<file path="src/rtl/led_cycle_ctrl.sv">
// RGB colour-wheel sequencer: a six-phase hue cycle driven by a ms tick
// prescaler, controlled by a small command FSM (IDLE / RUN / PAUSE).
//
// Command handshake: a command transfers on any rising clk edge where
// cmd_valid && cmd_ready are both high. cmd_ready is high in every state
// once reset has been released. An accepted command that is illegal in the
// current state leaves the state alone and raises cmd_err for one cycle.
module led_cycle_ctrl #(
    parameter int TICK_DIV    = 12000,
    parameter int DWELL_STEPS = 167,
    localparam int DW = $clog2(DWELL_STEPS),
    localparam int TW = $clog2(TICK_DIV)
) (
    input  logic          clk,
    input  logic          rst_n,
    input  logic          cmd_valid,
    input  logic [2:0]    cmd_op,
    output logic          cmd_ready,
    output logic          cmd_err,
    output logic [DW-1:0] r_duty,
    output logic [DW-1:0] g_duty,
    output logic [DW-1:0] b_duty,
    output logic [2:0]    phase,
    output logic          running,
    output logic          ms_tick,
    output logic          cycle_done,
    output logic [1:0]    dbg_state
);

    localparam logic [DW-1:0] DUTY_MAX  = DW'(DWELL_STEPS - 1);
    localparam logic [TW-1:0] TICK_LAST = TW'(TICK_DIV - 1);

    localparam logic [2:0] OP_NOP    = 3'd0;
    localparam logic [2:0] OP_START  = 3'd1;
    localparam logic [2:0] OP_PAUSE  = 3'd2;
    localparam logic [2:0] OP_RESUME = 3'd3;
    localparam logic [2:0] OP_STOP   = 3'd4;
    localparam logic [2:0] OP_STEP   = 3'd5;

    typedef enum logic [1:0] {
        S_IDLE  = 2'd0,
        S_RUN   = 2'd1,
        S_PAUSE = 2'd2
    } state_t;

    state_t        state, state_nxt;
    logic [TW-1:0] tick_cnt, tick_nxt;
    logic [DW-1:0] step_cnt, step_nxt;
    logic [2:0]    phase_nxt;
    logic          err_nxt, done_nxt;
    logic          accepted, do_step;

    assign accepted  = cmd_valid && cmd_ready;
    assign ms_tick   = (state == S_RUN) && (tick_cnt == TICK_LAST);
    assign running   = (state == S_RUN);
    assign dbg_state = state;

    // State and counter registers; cmd_ready rises on the first edge after reset.
    always_ff @(posedge clk or negedge rst_n) begin
        if (!rst_n) begin
            state      <= S_IDLE;
            tick_cnt   <= '0;
            step_cnt   <= '0;
            phase      <= '0;
            cmd_ready  <= 1'b0;
            cmd_err    <= 1'b0;
            cycle_done <= 1'b0;
        end else begin
            state      <= state_nxt;
            tick_cnt   <= tick_nxt;
            step_cnt   <= step_nxt;
            phase      <= phase_nxt;
            cmd_ready  <= 1'b1;
            cmd_err    <= err_nxt;
            cycle_done <= done_nxt;
        end
    end

    // Next-state: prescaler runs in RUN, steps come from ms ticks or STEP,
    // and STOP overrides everything else on the same edge.
    always_comb begin
        state_nxt = state;
        tick_nxt  = tick_cnt;
        step_nxt  = step_cnt;
        phase_nxt = phase;
        err_nxt   = 1'b0;
        done_nxt  = 1'b0;
        do_step   = ms_tick;

        if (state == S_RUN) begin
            tick_nxt = ms_tick ? '0 : tick_cnt + 1'b1;
        end

        if (accepted) begin
            case (cmd_op)
                OP_NOP: ;
                OP_START: begin
                    if (state == S_IDLE) begin
                        state_nxt = S_RUN;
                        tick_nxt  = '0;
                    end else begin
                        err_nxt = 1'b1;
                    end
                end
                OP_PAUSE: begin
                    if (state == S_RUN) state_nxt = S_PAUSE;
                    else                err_nxt   = 1'b1;
                end
                OP_RESUME: begin
                    if (state == S_PAUSE) state_nxt = S_RUN;
                    else                  err_nxt   = 1'b1;
                end
                OP_STOP: ;
                OP_STEP: begin
                    if (state == S_PAUSE) do_step = 1'b1;
                    else                  err_nxt = 1'b1;
                end
                default: err_nxt = 1'b1;
            endcase
        end

        if (do_step) begin
            if (step_cnt == DUTY_MAX) begin
                step_nxt  = '0;
                phase_nxt = (phase == 3'd5) ? 3'd0 : phase + 3'd1;
                done_nxt  = (phase == 3'd5);
            end else begin
                step_nxt = step_cnt + 1'b1;
            end
        end

        if (accepted && (cmd_op == OP_STOP)) begin
            state_nxt = S_IDLE;
            tick_nxt  = '0;
            step_nxt  = '0;
            phase_nxt = '0;
            done_nxt  = 1'b0;
        end
    end

    // Colour wheel: each phase ramps exactly one channel up or down.
    always_comb begin
        r_duty = '0;
        g_duty = '0;
        b_duty = '0;
        if (state != S_IDLE) begin
            case (phase)
                3'd0: begin r_duty = DUTY_MAX;            g_duty = step_cnt;            b_duty = '0;                  end
                3'd1: begin r_duty = DUTY_MAX - step_cnt; g_duty = DUTY_MAX;            b_duty = '0;                  end
                3'd2: begin r_duty = '0;                  g_duty = DUTY_MAX;            b_duty = step_cnt;            end
                3'd3: begin r_duty = '0;                  g_duty = DUTY_MAX - step_cnt; b_duty = DUTY_MAX;            end
                3'd4: begin r_duty = step_cnt;            g_duty = '0;                  b_duty = DUTY_MAX;            end
                3'd5: begin r_duty = DUTY_MAX;            g_duty = '0;                  b_duty = DUTY_MAX - step_cnt; end
                default: ;
            endcase
        end
    end

endmodule

</file>
<file path="config.mk">
export PLATFORM = sky130hd
export DESIGN_NAME = led_cycle_ctrl
export DESIGN_NICKNAME = d
export VERILOG_FILES = /design/src/rtl/led_cycle_ctrl.sv
export SDC_FILE = /design/constraint.sdc
export NUM_CORES = 1
export LEC_CHECK = 0
export CAP_MARGIN = 20
export CELL_PAD_IN_SITES_DETAIL_PLACEMENT = 1
export CELL_PAD_IN_SITES_GLOBAL_PLACEMENT = 1
export CORE_ASPECT_RATIO = 1.25
export CORE_MARGIN = 3
export CORE_UTILIZATION = 36
export DETAILED_ROUTE_END_ITERATION = 10
export GPL_TIMING_DRIVEN = 0
export PLACE_DENSITY = 0.79
export SLEW_MARGIN = 20
export SYNTH_ARGS = -nofsm -noshare
export SYNTH_HDL_FRONTEND = slang
export SYNTH_SLANG_ARGS = --single-unit
export TNS_END_PERCENT = 10
</file>
<file path="constraint.sdc">
create_clock -name clk -period 2.2 [get_ports clk]
set_clock_uncertainty 0.15 [all_clocks]
set_input_delay 0.44 -clock clk [delete_from_list [all_inputs] [get_ports clk]]
set_output_delay 0.44 -clock clk [all_outputs]
set_load 0.02 [all_outputs]
</file>
======== Yosys cells after proc, flatten, opt, wreduce, memory -nomap -nowiden ========
Index checks and enable logic that the tools add are counted.
storage, ports and cells
  bits in registers ....................... 30
  bits in latches ......................... 0
  RAM bits ................................ 0
  bits in read-only memories .............. 0
  bits of input ports ..................... 6
  output and inout bits ................... 34
  logic and storage cells ................. 82
  memories ................................ 0
operators by class
  $add $sub $neg .......................... 4
  multiply operators ...................... 0
  divide/modulo/power cells ............... 0
  $lt $le $gt $ge ......................... 0
  equal/unequal tests ..................... 17
  shift-type cells ........................ 0
  multiplexer cells ....................... 36
  bitwise operators ....................... 0
  reduce and logical (&&, ||, !) cells .... 18
operator list
  cell                                           number
  2-to-1 mux 14 bit                              6
  one-hot mux 8 bit (3 select lines)             3
  2-to-1 mux 8 bit                               6
  adder 14 x 1 -> 14 bit, second input constant  1
  == test 14 bit, second input constant          1
  == test 3 x 2 -> 1 bit, second input constant  4
  == test 3 bit, second input constant           4
  2-to-1 mux 3 bit                               4
  2-to-1 mux 1 bit                               10
  2-to-1 mux 2 bit                               5
  OR reduction 2 bit                             5
  inequality test 3 bit, second input constant   3
  adder 8 x 1 -> 8 bit, second input constant    1
  == test 8 bit, second input constant           1
  nonzero test 2 bit                             4
  subtractor 8 bit, first input constant         1
  == test 3 x 1 -> 1 bit, second input constant  2
  zero test 3 bit                                2
  one-hot mux 2 bit (3 select lines)             1
  AND reduction 5 bit                            1
  one-hot mux 1 bit (4 select lines)             1
  nonzero test 4 bit                             1
  adder 3 x 1 -> 3 bit, second input constant    1
  logical AND 1 bit                              3
  other kinds (4)                                4

======== Depth between registers and ports, before layout ========
Gate-level depths: netlist (run 1).
  word-level depth ........................ 8
  mapped depth ............................ 8
  mapped depth without buffers ............ 6

======== Least setup slack after synthesis (run 1) ========
No wires, ideal clock.
  path type ............................... reg2out
  from .................................... register phase[1]
  to ...................................... output port g_duty[5]
  arrival ................................. 2018 ps
  required time ........................... 1610 ps
  setup slack ............................. -408 ps
  stages on the path, launching flop included .. 8
  path through ............................ dfrtp_1 > clkbuf_1 > and2_1 > ha_1 > clkbuf_1 > a21oi_1 > a21o_1 > a21oi_1
on the way
  longest elaborated chain between the ends .. 4
  elaborated cells on any way between the ends .. 7
  those cells by class .................... eq/ne: 3; mux: 2; reduce/logical: 2
RTL lines
  item                                                              line  RTL
  start: declaration                                                23    output logic [2:0] phase,
  start signal: assignment                                          72    phase <= phase_nxt;
  == test 3 x 2 -> 1 bit or == test 3 x 1 -> 1 bit (tied branches)  147   case (phase)
  OR reduction 2 bit (no line)                                      -
  one-hot mux 8 bit (3 select lines) (*)                            147
  2-to-1 mux 8 bit (*)                                              146   if (state != S_IDLE) begin
  end: declaration                                                  21    output logic [DW-1:0] g_duty,
Mark *: on every way between the ends. The rest lies on a longest branch, timed or not.

======== Final worst setup path (run 1) ========
  from .................................... register step_cnt[1]
  to ...................................... output port g_duty[7]
on the way
  longest elaborated chain between the ends .. 3
RTL lines
  item                                line  RTL
  start: declaration                  48    logic [DW-1:0] step_cnt, step_nxt;
  start signal: assignment            71    step_cnt <= step_nxt;
  subtractor 8 bit                    151   3'd3: begin r_duty = '0; g_duty = DUTY_MAX - step_cnt; b_duty = DUTY_MAX; end
  one-hot mux 8 bit (3 select lines)  147
  2-to-1 mux 8 bit                    146
Every way passes these cells.

==> flow_summary.toml, run 1 <==
[status]
outcome = "finished with violations"
violations = "negative setup slack"

[place]
dp_hpwl_mm = 5.65
place_ws_ns = -0.887
place_congestion = 0.908
port-buffer-count = 37

[clock_tree]
cts_buffers = 5
cts_buffer_depth = 2
clkLatencyLatePin_ns = 0.29
holdBufCountCts = 0
cts_tree = "yes"
clock-sinks = 30
cts_root_buf = "clkbuf_8"
cts.clk_slew.worst_paths_ns = 0.07
htreeDepth = 2

[floorplan]
core_um2 = 6330
rows = 32
die_area_um2 = 7730
io_pins = 40
dieWidth_um = 79.2
die-height_um = 97.5
start_util_pct = 38.1

[synth]
synth_top_area_cell = "dfrtp_1"
synth_edf_count = 0
syn_nets = 315
synthFlopType = "dfrtp_1"
postSynthAreaPerCell_um2 = 7.91
synth.area.top_cells = "dfrtp_1 31%, a21oi_1 6.6%, nor2_1 5.0%"
yosysWarningCount = 0
yosys_register_bits = 30
async_reset_ff_share_pct = 100
ys_types = 56
synth_top_cell_area_share_pct = 31.1
syn_area_um2 = 2410
synthCells = 305
seq_area_frac_synth_pct = 31.1
yosys-top-cells-count = "32 x a21oi_1, 32 x nor2_1, 30 x dfrtp_1"

[power]
power_leakage_nw = 1.47
ir_drop_uv = 200
p_per_area_nw_per_um2 = 433

[global_route]
grt_max_degree = 31
track_usage_pct = 24.4
grt_first_pass_wirelength_mm = 15.1
antenna_found_initial = 0
grt_pass1_vias = 2931
overflow = 0

[critical_path]
crit_required_ns = 1.61
worstPathArrival_ns = 2.02
crit_path_end_kind = "output port"
crit_path_max_fanout = 5
worstPathCellList = "buf_8 > a311o_1 > a211oi_2 > o21ai_1 > a31oi_2 > buf_4"
crit_slowest_cell = "dfrtp_2"
slowest_delay_ns = 0.42
worst-setup-path-type = "reg -> out"
cp-start-kind = "flip-flop"

[drt]
viasPerCell = 6.01
drc = 0
ant_nets = 0
vias = 2776
firstDrtPassIters = 5
wl_per_cell_um = 21.0
wl_mm = 9.70
drt_iter0_markers = 168

[flow_run]
drv_cap = 0

[timing]
final-hold-violation-count = 0
hold_slack_ns = 0.0341
post-route-period-util_pct = 119
slew_viol_final = 0
fin_ws_ns = -0.409
slew_headroom_pct = 53.2
fin_crit_ns = 2.61
setup_viol = 43
fmax_mhz = 383
rsz0062_at_grt = "true"
worst_slew_pin_slew_ns = 0.702

[final_layout]
fillCellCount = 776
insertedDiodeCount = 0
drive_gt1_share_pct = 38.5
num-nets-final = 386
areaGrowthSynthToFinish_pct = 48.5

[min_path]
hold_class = "in -> async"
## metal layers
layer / global-route usage (%) / vias up / share of wire [%]
met1: 30.5 / 1365 / 40
met3: 3.06 / 32 / 5.2
met5: 0 / - / 0
met2: 42.0 / 126 / 51
li1: - / 1253 / -
met4: 9.52 / 0 / 3.7
## power breakdown
part	internal, mW	switching, mW	total [mW]
registers	0.607	0.0634	0.671
logic	0.165	0.227	0.392
clock network	0.251	0.238	0.489
total	1.02	0.528	1.55
## cells by family (layout without fill, tap and decap cells)
logic type               after synthesis  count (layout)  synth area share (%)
other                                  1               1                 0.155
buffers and inverters                 34             106                  6.33
flip-flops                            30              30                  31.1
XOR/XNOR                              12              12                  4.36
AO/OA/AOI/OAI                         94              94                  25.5
adder cells (fa/ha/maj)                4               4                  2.07
AND/OR/NAND/NOR                      125             125                  28.3
multiplexers                           5               5                  2.13
## final timing paths
path | start | endpoint | slack [ns] | cells after the start
worst min-delay path | rst_n | tick_cnt[7] | 0.03 | 1
min in group clk | cmd_op[0] | dbg_state[0] | 0.38 | 3
worst min register to register | tick_cnt[1] | tick_cnt[1] | 0.41 | 2
worst max register to register | tick_cnt[8] | phase[2] | -0.11 | 6
max in group asynchronous | rst_n | step_cnt[2] | 1.36 | 1
worst max-delay path | step_cnt[1] | g_duty[7] | -0.41 | 6
## metrics by stage
step | area, µm² | setup TNS [ns] | power [mW] | util [%] | std cells
final | 3580 | -7.39 | 1.55 | 56.6 | 462
after global routing | 3580 | -10.46 | 1.62 | 56.6 | 462
after detailed placement | 2990 | -29.08 | 0.985 | 47.3 | 427
after floorplan | 2520 | -0.0937 | 0.881 | - | 305
after CTS | 3470 | -5.82 | 1.52 | 54.8 | 459
after global placement | 2990 | -28.41 | 0.973 | 47.3 | 427
## sequential cells by signal, indices dropped and copies added (netlist names)
signal / count
tick_cnt: 14
phase: 3
cycle_done: 1
cmd_err: 1
dbg_state: 2
step_cnt: 8
cmd_ready: 1
## timing repair
item                                    in CTS  in global routing
resized for setup                          193                 26
pin swaps                                   18                 10
endpoints found under the setup margin      51                 47
buffers inserted                            25                  4
gates cloned                                 1                  0
## worst max-delay path, delay by kind of cell (launching register included)
family	cells	cell delay (ns)
compound gates	4	1.01
flops	1	0.42
buf+inv	2	0.29
## placed cells by master (no fill, tap or decap), types with 5 or more instances in the layout
| master | netlist | final |
|---|---|---|
| nand2b_1 | 7 | 5 |
| dfrtp_1 | 30 | 23 |
| inv_1 | 6 | 5 |
| nor3_1 | 6 | 5 |
| clkbuf_8 | 0 | 11 |
| dfrtp_2 | 0 | 7 |
| buf_6 | 1 | 8 |
| nand3_1 | 8 | 8 |
| buf_4 | 1 | 43 |
| clkbuf_1 | 24 | 5 |
| nand4_1 | 10 | 10 |
| nor2_1 | 32 | 27 |
| a21oi_2 | 0 | 8 |
| a21oi_1 | 32 | 22 |
| xor2_1 | 9 | 9 |
| clkbuf_2 | 0 | 5 |
| clkdlybuf4s50_1 | 0 | 9 |
| nand2_1 | 20 | 20 |
| o21ai_0 | 15 | 9 |
| and3_1 | 5 | 5 |
| or3_1 | 7 | 7 |
## layout make-up
| type | instances | area [µm²] | area share, % |
|---|---|---|---|
| Multi-Input combinational cell | 241 | 1810 | 50.6 |
| Clock buffer | 6 | 82.6 | 2.30 |
| Timing Repair Buffer | 67 | 571 | 15.9 |
| Sequential cell | 30 | 759 | 21.2 |
| Buffer | 24 | 198 | 5.52 |
| Clock inverter | 2 | 12.5 | 0.349 |
| Tap cell | 85 | 106 | 2.97 |
| Inverter | 7 | 41.3 | 1.15 |
Power figures use the tool's default switching activity.
==> run 2: changes to the inputs <==
--- a/config.mk
+++ b/config.mk
@@ -8,7 +8,6 @@
 export CAP_MARGIN = 20
 export CELL_PAD_IN_SITES_DETAIL_PLACEMENT = 1
 export CELL_PAD_IN_SITES_GLOBAL_PLACEMENT = 1
-export CORE_ASPECT_RATIO = 1.25
 export CORE_MARGIN = 3
 export CORE_UTILIZATION = 36
 export DETAILED_ROUTE_END_ITERATION = 10
==> run 2 against run 1 <==
Effect of this change: cell count is 2.4% lower; clock power is 2% lower; utilization is 0.79 points lower; sequential power hardly changed; die area hardly changed; global-route usage is 0.36 points lower; the flow still finishes with violations (negative setup slack); critical path type unchanged; first-iteration DRC count is 15% higher; flip-flop and latch count stayed put; largest power group unchanged; hold slack better by 0.023 ns; highest routed layer unchanged; power is 1.4% higher; sequential share of layout area is 0.057 points lower; largest cell class unchanged.
==> flow_summary.toml, run 2 (synthesis results as in run 1) <==
[timing]
setup_viol = 32
fmax_mhz = 389
slew_viol_final = 0
fin_ws_ns = -0.373
finalSetupTns_ns = -6.04
rsz0062_at_grt = "true"
fin_crit_ns = 2.57
worst_slew_pin_slew_ns = 0.717
post-route-period-util_pct = 117
slew_headroom_pct = 52.2
hold_slack_ns = 0.0571
final-hold-violation-count = 0

[critical_path]
r2r-start = "tick_cnt[5]"
reg2reg_depth = 6
crit_buf_inv = 3
r2r_setup_slack_ns = -0.10
path_depth = 7
crit_slowest_cell = "dfrtp_1"
crit_path_end_kind = "output port"
cp-start-kind = "flip-flop"
worst-setup-path-type = "reg -> out"
crit_path_max_fanout = 6
cp_top_family = "compound AO/OA/AOI/OAI gates"
worstPathArrival_ns = 1.98
rr_endpoint = "phase[0]"
worstPathCellList = "buf_8 > a311o_1 > buf_4 > a21oi_2 > nor2_2 > a311oi_4 > buf_6"
slowest_delay_ns = 0.40
crit_required_ns = 1.61

[power]
power_frac_comb_pct = 26.7
switching_share_pct = 34.0
power_leakage_nw = 1.47
ir_drop_uv = 356
sequentialPowerShare_pct = 42.9
internal_power_mw = 1.04
finalPower_mw = 1.57
clock_power_share_pct = 30.5
p_per_area_nw_per_um2 = 439
switchingPower_mw = 0.535

[floorplan]
io_pins = 40
die_area_um2 = 7720
die-height_um = 87.9
start_util_pct = 37.6
core_um2 = 6420
rows = 29
dieWidth_um = 87.9

[status]
outcome = "finished with violations"
violations = "negative setup slack"

[global_route]
grt_first_pass_wirelength_mm = 14.5
track_usage_pct = 24.0
antenna_found_initial = 0
overflow = 0
grt_pass1_vias = 2787
grt_max_degree = 31

[clock_tree]
cts.clk_slew.worst_paths_ns = 0.07
cts_buffers = 5
clkLatencyLatePin_ns = 0.28
cts_buffer_depth = 2
clock-sinks = 30
cts_tree = "yes"
htreeDepth = 2
cts_root_buf = "clkbuf_8"

[place]
place_congestion = 0.907
placed_cells = 419
port-buffer-count = 37
dpl_cell_area_um2 = 2980
place_ws_ns = -0.904
dp_hpwl_mm = 5.84

[drt]
vias = 2768
viasPerCell = 6.14
drc = 0
wl_mm = 9.89
drt_iter0_markers = 193
firstDrtPassIters = 4
ant_nets = 0
wl_per_cell_um = 21.9

[final_layout]
num-nets-final = 383
insertedDiodeCount = 0
final_cell_mix = "36 x buf_4, 26 x nor2_1, 24 x dfrtp_1, 21 x a21oi_1, 20 x nand2_1"
regMostFlops = "tick_cnt"
fillCellCount = 743
largest_register_ffs = 14
top_regs = "tick_cnt (14), step_cnt (8), phase (3)"
utilization_pct = 55.9
finalNonFillerCells = 451
areaGrowthSynthToFinish_pct = 48.7
fin_area_um2 = 3590
drive_gt1_share_pct = 39.8
final_common_cell = "buf_4"

[min_path]
hold_class = "in -> async"

[flow_run]
drv_cap = 0
-- run 2: power groups by stage --
stage / Clock (mW) / Combinational (mW) / Sequential [mW]
finish: 0.480 / 0.420 / 0.674
global route: 0.506 / 0.452 / 0.684
CTS: 0.483 / 0.366 / 0.664
detailed placement: 0 / 0.314 / 0.674
global placement: 0 / 0.301 / 0.667
floorplan: 0 / 0.223 / 0.658
-- run 2: per-layer routing --
layer | share of wire, % | track usage [%]
met4 | 1.7 | 5.58
met1 | 42 | 32.0
met5 | 0 | 0
met2 | 52 | 41.3
met3 | 4.3 | 3.39
-- run 2: worst max-delay path by stage --
stage / start / endpoint / slack [ns]
5_1_grt: step_cnt[1] / r_duty[5] / -0.46
2_1_floorplan: phase[2] / g_duty[3] / -0.02
3_3_place_gp: step_cnt[1] / g_duty[5] / -0.85
4_1_cts: step_cnt[0] / r_duty[7] / -0.36
3_5_place_dp: step_cnt[1] / g_duty[5] / -0.90
6_report: step_cnt[1] / r_duty[5] / -0.37
-- run 2: timing repair --
item                                    CTS  global route
buffers inserted                         15            11
hold endpoints to repair                  0             0
gates resized for setup                 179            52
hold buffers                              0             0
pin swaps                                15            10
endpoints found under the setup margin   51            48
cloned                                    1             0
-- run 2: layout make-up --
type	instances	area (µm²)	area share (%)
Sequential cell	30	758	21.1
Tap cell	77	96.3	2.69
Clock buffer	6	82.6	2.30
Inverter	7	48.8	1.36
Multi-Input combinational cell	241	1840	51.3
Clock inverter	2	12.5	0.349
Timing Repair Buffer	64	554	15.5
Buffer	24	195	5.44
-- run 2: worst register-to-register path, delay by kind of cell (launching register included) --
family                 cells  cell delay, ns
AOI/OAI and AO/OA          1            0.18
buffers and inverters      2            0.31
DFF                        1            0.43
muxes                      1            0.22
and+or+nand+nor            2            0.93
